$ cat config.mk
export PLATFORM = sky130hd
export DESIGN_NAME = dma_frame_scheduler
export DESIGN_NICKNAME = d
export VERILOG_FILES = /design/src/rtl/dma_frame_scheduler.sv
export SDC_FILE = /design/constraint.sdc
export NUM_CORES = 1
export LEC_CHECK = 0
export BUFFER_PORTS_ARGS = -buffer_cell sky130_fd_sc_hd__buf_2
export CAP_MARGIN = 20
export CELL_PAD_IN_SITES_DETAIL_PLACEMENT = 1
export CELL_PAD_IN_SITES_GLOBAL_PLACEMENT = 1
export CORE_ASPECT_RATIO = 1.25
export CORE_MARGIN = 4
export CORE_UTILIZATION = 36
export DETAILED_ROUTE_END_ITERATION = 7
export PLACE_DENSITY_LB_ADDON = 0.15
export SYNTH_ARGS = -nofsm -noshare
export SYNTH_HDL_FRONTEND = slang
export SYNTH_SLANG_ARGS = --single-unit
$ cat constraint.sdc
create_clock -name m_axi_acp_aclk -period 2.8 [get_ports m_axi_acp_aclk]
set_input_delay 0.28 -clock m_axi_acp_aclk [delete_from_list [all_inputs] [get_ports m_axi_acp_aclk]]
set_output_delay 0.28 -clock m_axi_acp_aclk [all_outputs]
set_load 0.005 [all_outputs]
$ cat src/rtl/dma_frame_scheduler.sv
// dma_frame_scheduler: sequences ping-pong read+write DMA frames with response checking and a per-frame watchdog
module dma_frame_scheduler #(
   parameter int SETTLE_CYCLES  = 2,
   parameter int TIMEOUT_CYCLES = 2000000,
   parameter int TIMEOUT_LOG    = 21
) (
   input  logic        m_axi_acp_aclk,
   input  logic        axi_reset,
   input  logic        cfg_start,
   input  logic        cfg_stop,
   input  logic        cfg_continuous,
   input  logic [15:0] cfg_frame_count,
   input  logic [31:0] cfg_src_base,
   input  logic [31:0] cfg_dst_base,
   input  logic [31:0] cfg_stride,
   output logic        busy,
   output logic        frame_done,
   output logic [15:0] frames_done,
   output logic        buf_index,
   output logic        error,
   output logic [1:0]  error_code,
   output logic        read_active,
   output logic [31:0] read_address,
   input  logic        read_idle,
   output logic        write_active,
   output logic [31:0] write_address,
   input  logic        write_idle,
   input  logic [3:0]  rw_resp
);
   localparam int SW = SETTLE_CYCLES > 1 ? $clog2(SETTLE_CYCLES) : 1;
   typedef enum logic [2:0] {IDLE, LAUNCH, SETTLE, RUN, ERR} state_t;
   state_t state, state_nxt;
   logic [SW-1:0] settle_cnt;
   logic [TIMEOUT_LOG-1:0] wdog;
   logic [31:0] src_base, dst_base, stride, offset;
   logic [15:0] frame_count;
   logic continuous, stop_pending;
   logic start_ok, bad_resp, frame_end, timeout, last_frame;
   always_ff @(posedge m_axi_acp_aclk) begin
      if (axi_reset) state <= IDLE;
      else state <= state_nxt;
   end
   always_comb begin
      start_ok = cfg_start && (state == IDLE || state == ERR) && (cfg_continuous || cfg_frame_count != 16'd0);
      bad_resp = rw_resp[3] || rw_resp[1];
      frame_end = state == RUN && read_idle && write_idle;
      timeout = state == RUN && !frame_end && wdog == TIMEOUT_LOG'(TIMEOUT_CYCLES - 1);
      last_frame = !continuous && frames_done + 16'd1 == frame_count;
      busy = state == LAUNCH || state == SETTLE || state == RUN;
      error = state == ERR;
      read_active = state == LAUNCH;
      write_active = state == LAUNCH;
      frame_done = frame_end;
      offset = buf_index ? stride : 32'd0;
      read_address = read_active ? src_base + offset : 32'd0;
      write_address = write_active ? dst_base + offset : 32'd0;
      state_nxt = state;
      case (state)
         IDLE, ERR: state_nxt = start_ok ? LAUNCH : state;
         LAUNCH:    state_nxt = SETTLE;
         SETTLE:    state_nxt = settle_cnt == SW'(SETTLE_CYCLES - 1) ? RUN : SETTLE;
         RUN:       state_nxt = frame_end ? ((error_code[0] || bad_resp) ? ERR :
                                             (stop_pending || cfg_stop || last_frame) ? IDLE : LAUNCH) :
                                timeout ? ERR : RUN;
         default:   state_nxt = IDLE;
      endcase
   end
   always_ff @(posedge m_axi_acp_aclk) begin
      if (axi_reset) begin
         src_base <= '0;
         dst_base <= '0;
         stride <= '0;
         frame_count <= '0;
         continuous <= 1'b0;
         stop_pending <= 1'b0;
         frames_done <= '0;
         buf_index <= 1'b0;
         error_code <= '0;
         settle_cnt <= '0;
         wdog <= '0;
      end else begin
         if (start_ok) begin
            src_base <= cfg_src_base;
            dst_base <= cfg_dst_base;
            stride <= cfg_stride;
            frame_count <= cfg_frame_count;
            continuous <= cfg_continuous;
            stop_pending <= 1'b0;
            frames_done <= '0;
            buf_index <= 1'b0;
            error_code <= '0;
         end else begin
            if (busy && cfg_stop) stop_pending <= 1'b1;
            if (state == RUN && bad_resp) error_code[0] <= 1'b1;
            if (timeout) error_code[1] <= 1'b1;
            if (frame_end) begin
               frames_done <= frames_done + 16'd1;
               buf_index <= ~buf_index;
            end
         end
         settle_cnt <= state == SETTLE ? settle_cnt + 1'b1 : '0;
         wdog <= state == RUN ? wdog + 1'b1 : '0;
      end
   end
endmodule

==> flow_summary.ini, run 1 <==
[timing]
period_share = 1.307
finClkSkew_ps = 7.267
finalSetupTns_ps = -29160
fmax_ghz = 0.2732
hold_ws_ps = 80.15
slew_headroom = 0.4586
fin_ws_ps = -860.0
finalMaxSlewViolations = 0
hold_violations = 0
rsz0062_at_grt = yes
worst_pin_slew_ps = 812.2
setup_violations = 50
fin_crit_ps = 3660

[clock_tree]
cts_tree = done
clk_pin_slew_ps = 70
htree_levels = 4
cts_hold_buf = 0
clock-root-buffer = clkbuf_16
clockBufferDepth = 2
cts.sink_count = 158
numCtsBuffers = 17
clock_latency_ps = 440

[setup_path]
path_max_fanout = 11
slowest_stage = or4b_1
crit_buf_inv = 4
path_cells = buf_8, buf_6, and2_4, ha_4, buf_4, nand2_1, o21a_1, o22ai_2, nor2_2, a211oi_2, o21ai_2, or4b_1, o211ai_1, buf_2
critPathMaxStageDelay_ps = 460
reg2reg_from = frames_done[1]
crit_family = compound AO/OA/AOI/OAI gates
crit_required_ps = 2520
critPathLaunchType = flop
cp.arrival_ps = 3380
crit_type = flop to output port
cp-end-kind = output port
crit_start = buf_index

[layout]
multi_input_area_um2 = 7238
fin_nets = 1884
n_fill_cell = 3365
syn_to_final_growth_pct = 44.96
num_antenna_cells = 0
register_area_um2 = 3167
design_area_um2 = 14260
final_core_util = 0.5301
drive_above_1_share = 0.3448
layout_commonest_cell = nand2_1
instances_no_fill = 2053
mostFrequentLayoutCells = nand2_1, buf_2, buf_4

[power]
p_leak_nw = 6.295
p_sw_mw = 3.100
power_mw = 8.372
seqPwrFrac = 0.339
swShare = 0.3703
internal_power_mw = 5.272
p_clk_frac = 0.310
combPwrFrac = 0.351
ir_drop_mv = 0.7742
p_per_area_nw_per_um2 = 586.9

[synthesis]
synth_edf_count = 0
synth_top_area_frac = 0.3214
netlist_area_um2 = 9841
yosys.area.top_type = dfxtp_1
synth_area_leaders = dfxtp_1, nand2_1, a21oi_1
netlist_instances = 1328
syn_nets = 1517
yosysUniqueCellTypes = 65
synth-main-ff-cell = dfxtp_1
yosysWarnings = 0
avgSynthCellArea_um2 = 7.410
synthArstFlopShare = 0
ys_ff_latch = 158
synth-seq-area-share = 0.3214

[grt]
grt_pass1_wl_um = 57770
grt_overflow = 0
first_global_vias = 11421
gr-usage-all-layers = 0.2386
grt_max_degree = 115
antenna_found_initial = 0

[placement]
preCtsSetupSlack_ps = -634.0
port_buffers = 208
dpl_cell_area_um2 = 12560
placed_cells = 2001
routabilityCongestion = 0.9018
post-dp-hpwl_um = 27920

[hold_path]
min-delay-start = cfg_stride[9]
hp-class = input port to flop

[detailed_routing]
dr.pass1.iters = 5
postRouteAntennaNets = 0
totalWireLength_um = 38540
drc_errors = 0
first_iter_violations = 426
vias = 10797
detail_route.wl_per_cell_um = 18.77
vias_per_cell = 5.259

[floorplan]
fp.dieW_um = 155.9
start_util = 0.3657
die_y_um = 192.9
io-pin-count = 211
die_area_um2 = 30060
rows = 67
coreArea_um2 = 26910

[outcome]
violations = setup timing
outcome = complete, but fails checks

[flow_run]
cap_violations = 0
==> worst min-delay path, delay by kind of cell <==
family | cells | cell delay, ps
compound gates | 1 | 50
buf+inv | 1 | 100
simple gates | 1 | 40
==> per-layer routing <==
layer	part of all wire	GRT usage	vias up	wire length, um
met1	0.41	0.2712	5214	15760
met3	0.036	0.04374	59	1396
met5	0	0	-	0
met4	0.029	0.07780	0	1111
li1	-	-	5311	-
met2	0.53	0.4459	213	20270
==> state kept, by name (all words and copies together), names as in the netlist <==
register      flops
dst_base         32
src_base         32
stride           32
wdog             21
frame_count      16
frames_done      16
state             3
error_code        2
buf_index         1
continuous        1
settle_cnt        1
stop_pending      1
==> Yosys cell counts, types with 2 or more instances <==
master / number
nor3b_1: 9
ha_1: 64
buf_1: 3
o2111ai_1: 4
a211oi_1: 10
mux2i_1: 7
o21a_1: 13
nand4_1: 11
a31o_1: 2
nor4_1: 7
nor4b_1: 3
nand2_1: 288
a21boi_0: 4
or3_1: 13
xor2_1: 51
nand4b_1: 3
o21ai_0: 32
nand3_2: 3
clkbuf_1: 47
o21ai_1: 8
inv_1: 31
a21o_1: 19
and3_1: 16
nand3b_1: 2
o211ai_1: 10
fa_1: 2
o31a_1: 2
o31ai_1: 3
o211a_1: 2
nor2_1: 119
nor2b_1: 7
a31oi_1: 13
o22ai_1: 4
or2_2: 2
nand3_1: 32
a21oi_1: 172
and2_1: 41
buf_2: 8
nor3_1: 27
o21bai_1: 5
a31o_2: 2
dfxtp_1: 158
xnor2_1: 39
nand2b_1: 9
==> final timing paths <==
path | endpoint | slack (ps) | cells past startpoint
max | write_address[29] | -860 | 14
min | stride[9] | 80 | 3
max reg2reg | state[0] | 260 | 9
min reg2reg | stride[0] | 450 | 2
==> power groups by stage <==
stage               Combinational [mW]  Clock [mW]  Sequential (mW)
global route                      3.25        2.72             2.88
global placement                  2.71           0             2.85
detailed placement                2.78           0             2.86
floorplan                         1.66           0             2.77
CTS                               2.87        2.64             2.83
finish                            2.94        2.59             2.84
==> cells by family (layout without fill, tap and decap cells) <==
kind of cell,after synthesis,count (layout),synth area share
xor+xnor,90,90,0.08010
mux,7,7,0.007120
buf+inv,90,470,0.03573
simple gates,597,597,0.2745
fa+ha+maj,66,66,0.08544
compound gates,320,320,0.1957
flops,158,158,0.3214
==> what timing repair did <==
action | 4_1_cts | 5_1_grt
pin swaps | 62 | 54
endpoints found under the setup margin | 51 | 53
setup buffers | 11 | 13
endpoints found under the hold margin | 0 | 0
gates resized for setup | 106 | 79
==> area by class of cell <==
cell class,count,share of cell area
clock buffer,21,0.03228
clock inverter,11,0.01246
inverter,31,0.008157
multi-input combinational,1080,0.5074
sequential,158,0.2220
tap,345,0.03026
timing repair buffer,407,0.1874
(Power assumes the default switching activity.)
==> run 2, diff against run 1 <==
Settings changed: ABC_AREA set to 1, CORE_UTILIZATION 36 to 39.
Clock period 2.8 ns to 4 ns, I/O delays scaled along.
==> run 2 against run 1 <==
Net effect:
- the run now ends clean
- critical endpoint is now read_address[31]
- sequential share of layout area increased by 3.6 points
- core utilization shrank 6.1 points
- largest power group is now sequential cells
- combinational power decreased by 33%
==> flow_summary.ini, run 2 <==
[placement]
routabilityCongestion = 0.8896
post-dp-hpwl_um = 28460
dpl_cell_area_um2 = 11600
port_buffers = 208
placed_cells = 2093

[floorplan]
fp.dieW_um = 153.8
coreArea_um2 = 26100
rows = 66
io-pin-count = 211
die_area_um2 = 29260
start_util = 0.3971
die_y_um = 190.2

[grt]
grt_max_degree = 102
antenna_found_initial = 11
use_met2 = 0.4436
grt-busiest-layer = met2
gr-usage-all-layers = 0.2421
first_global_vias = 11528
grt_use_met3 = 0.04790
use_met1 = 0.2803
grt_pass1_wl_um = 57280
grt_overflow = 0

[setup_path]
worst_r2r_path_depth = 8
rrSetupSlack_ps = 1330
cp-end-kind = output port
crit_required_ps = 3600
cp.arrival_ps = 3350
crit_type = flop to output port
path_max_fanout = 30
critPathLaunchType = flop

[timing]
fmax_ghz = 0.2668
finalMaxSlewViolations = 0
rsz0062_at_grt = no
finalSetupTns_ps = 0
worst_pin_slew_ps = 753.0
hold_violations = 0
setup_violations = 0
fin_crit_ps = 3749
period_share = 0.9372
slew_headroom = 0.4980
finClkSkew_ps = 8.590

[synthesis]
synth_edf_count = 0
synth_area_leaders = dfxtp_1, nor2_1, nand2_1
synth-main-ff-cell = dfxtp_1
avgSynthCellArea_um2 = 6.512
netlist_area_um2 = 10360
ys_ff_latch = 158
synth_common_cells = nor2_1, nand2_1, o21ai_0
syn_nets = 1780
yosys.area.top_type = dfxtp_1
netlist_instances = 1591
synth-seq-area-share = 0.3053
yosysWarnings = 0
yosysUniqueCellTypes = 52
yosysMostFrequentCell = nor2_1
synthArstFlopShare = 0
synth_top_area_frac = 0.3053

[flow_run]
cap_violations = 0

[detailed_routing]
postRouteAntennaNets = 0
detail_route.wl_per_cell_um = 16.91
vias_per_cell = 5.248
drc_errors = 0
dr.pass1.iters = 4
vias = 11158
first_iter_violations = 445
totalWireLength_um = 35950

[clock_tree]
clock-root-buffer = clkbuf_16
clk_pin_slew_ps = 60
clock_latency_ps = 430
clockBufferDepth = 2
numCtsBuffers = 17
htree_levels = 4
cts_tree = done
cts.sink_count = 158

[layout]
mostFrequentLayoutCells = nor2_1, nand2_1, buf_2
top_regs = dst_base (32), src_base (32), stride (32)
layout_commonest_cell = nor2_1
final_core_util = 0.4691
syn_to_final_growth_pct = 18.15
instances_no_fill = 2126
drive_above_1_share = 0.1664
design_area_um2 = 12240
fin_nets = 1962

[outcome]
outcome = complete, no violations

[power]
p_leak_nw = 5.814
p_per_area_nw_per_um2 = 475.2
ir_drop_mv = 0.3691
power_mw = 5.817

[hold_path]
whs_path_depth = 3
hp-class = input port to flop
run 2: per-stage QoR:
| step | hold WS [ps] | setup WS, ps |
|---|---|---|
| 3_5_place_dp | 428.3 | 620.9 |
| 3_3_place_gp | 416.6 | 714.0 |
| 6_report | 215.7 | 251.2 |
| 4_1_cts | 201.5 | 123.7 |
| 2_1_floorplan | 398.4 | 1158 |
| 5_1_grt | 214.4 | 14.51 |
run 2: report_power, final:
group | leakage [nW] | total (mW) | internal, mW | switching, mW
clock | 0.296 | 1.72 | 1.04 | 0.684
sequential | 1.30 | 2.13 | 1.92 | 0.212
combinational | 4.22 | 1.97 | 0.660 | 1.31
run 2: per-layer routing:
| layer | vias up | part of all wire |
|---|---|---|
| met5 | - | 0.0036 |
| met4 | 20 | 0.031 |
| met3 | 74 | 0.042 |
| met2 | 213 | 0.51 |
| met1 | 5238 | 0.42 |
| li1 | 5613 | - |
run 2: worst max-delay path, stage by stage, from the launching register on:
cell and delay [ps]:
dfxtp_1 430, buf_6 270, nand2_1 80, inv_1 90, ha_1 180, nor2_1 60
nand2_1 50, o21ai_0 150, o21ai_1 400, a31oi_1 190, inv_1 210, nand2_1 80
nand2_1 140, nand3_1 110, nand3_1 100, nand2_1 50, nor2_1 170, buf_2 150
run 2: timing repair:
item,in CTS,in global routing
gates resized for setup,0,2
hold buffers,0,0
endpoints found under the setup margin,0,10
buffers inserted,0,0
run 2: logic make-up (layout without fill, tap and decap cells):
kind of cell | Yosys count | count (layout) | share of synthesized area
and+or+nand+nor | 719 | 719 | 0.2868
DFF | 158 | 158 | 0.3053
buffers and inverters | 220 | 414 | 0.08948
other | 0 | 1 | 0
adders and majority gates | 66 | 66 | 0.08115
AOI/OAI and AO/OA | 402 | 402 | 0.2153
xor gates and xnor gates | 26 | 26 | 0.02198
run 2: layout make-up:
class | count | area (um^2)
repair buffers | 217 | 1145
multi-input cells | 1213 | 6276
clock inverters | 12 | 170.2
flip-flops and latches | 158 | 3163
well taps | 340 | 425.4
clock buffers | 19 | 432.9
fillers | 3577 | 13850
inverters | 166 | 626.9
diodes | 1 | 2.502
run 2: path summary, 6_finish.rpt:
| kind | startpoint | endpoint |
|---|---|---|
| worst min-delay path | cfg_src_base[27] | src_base[27] |
| worst max-delay path | buf_index | read_address[31] |
| worst min register to register | settle_cnt | settle_cnt |
| worst max register to register | state[2] | frames_done[6] |
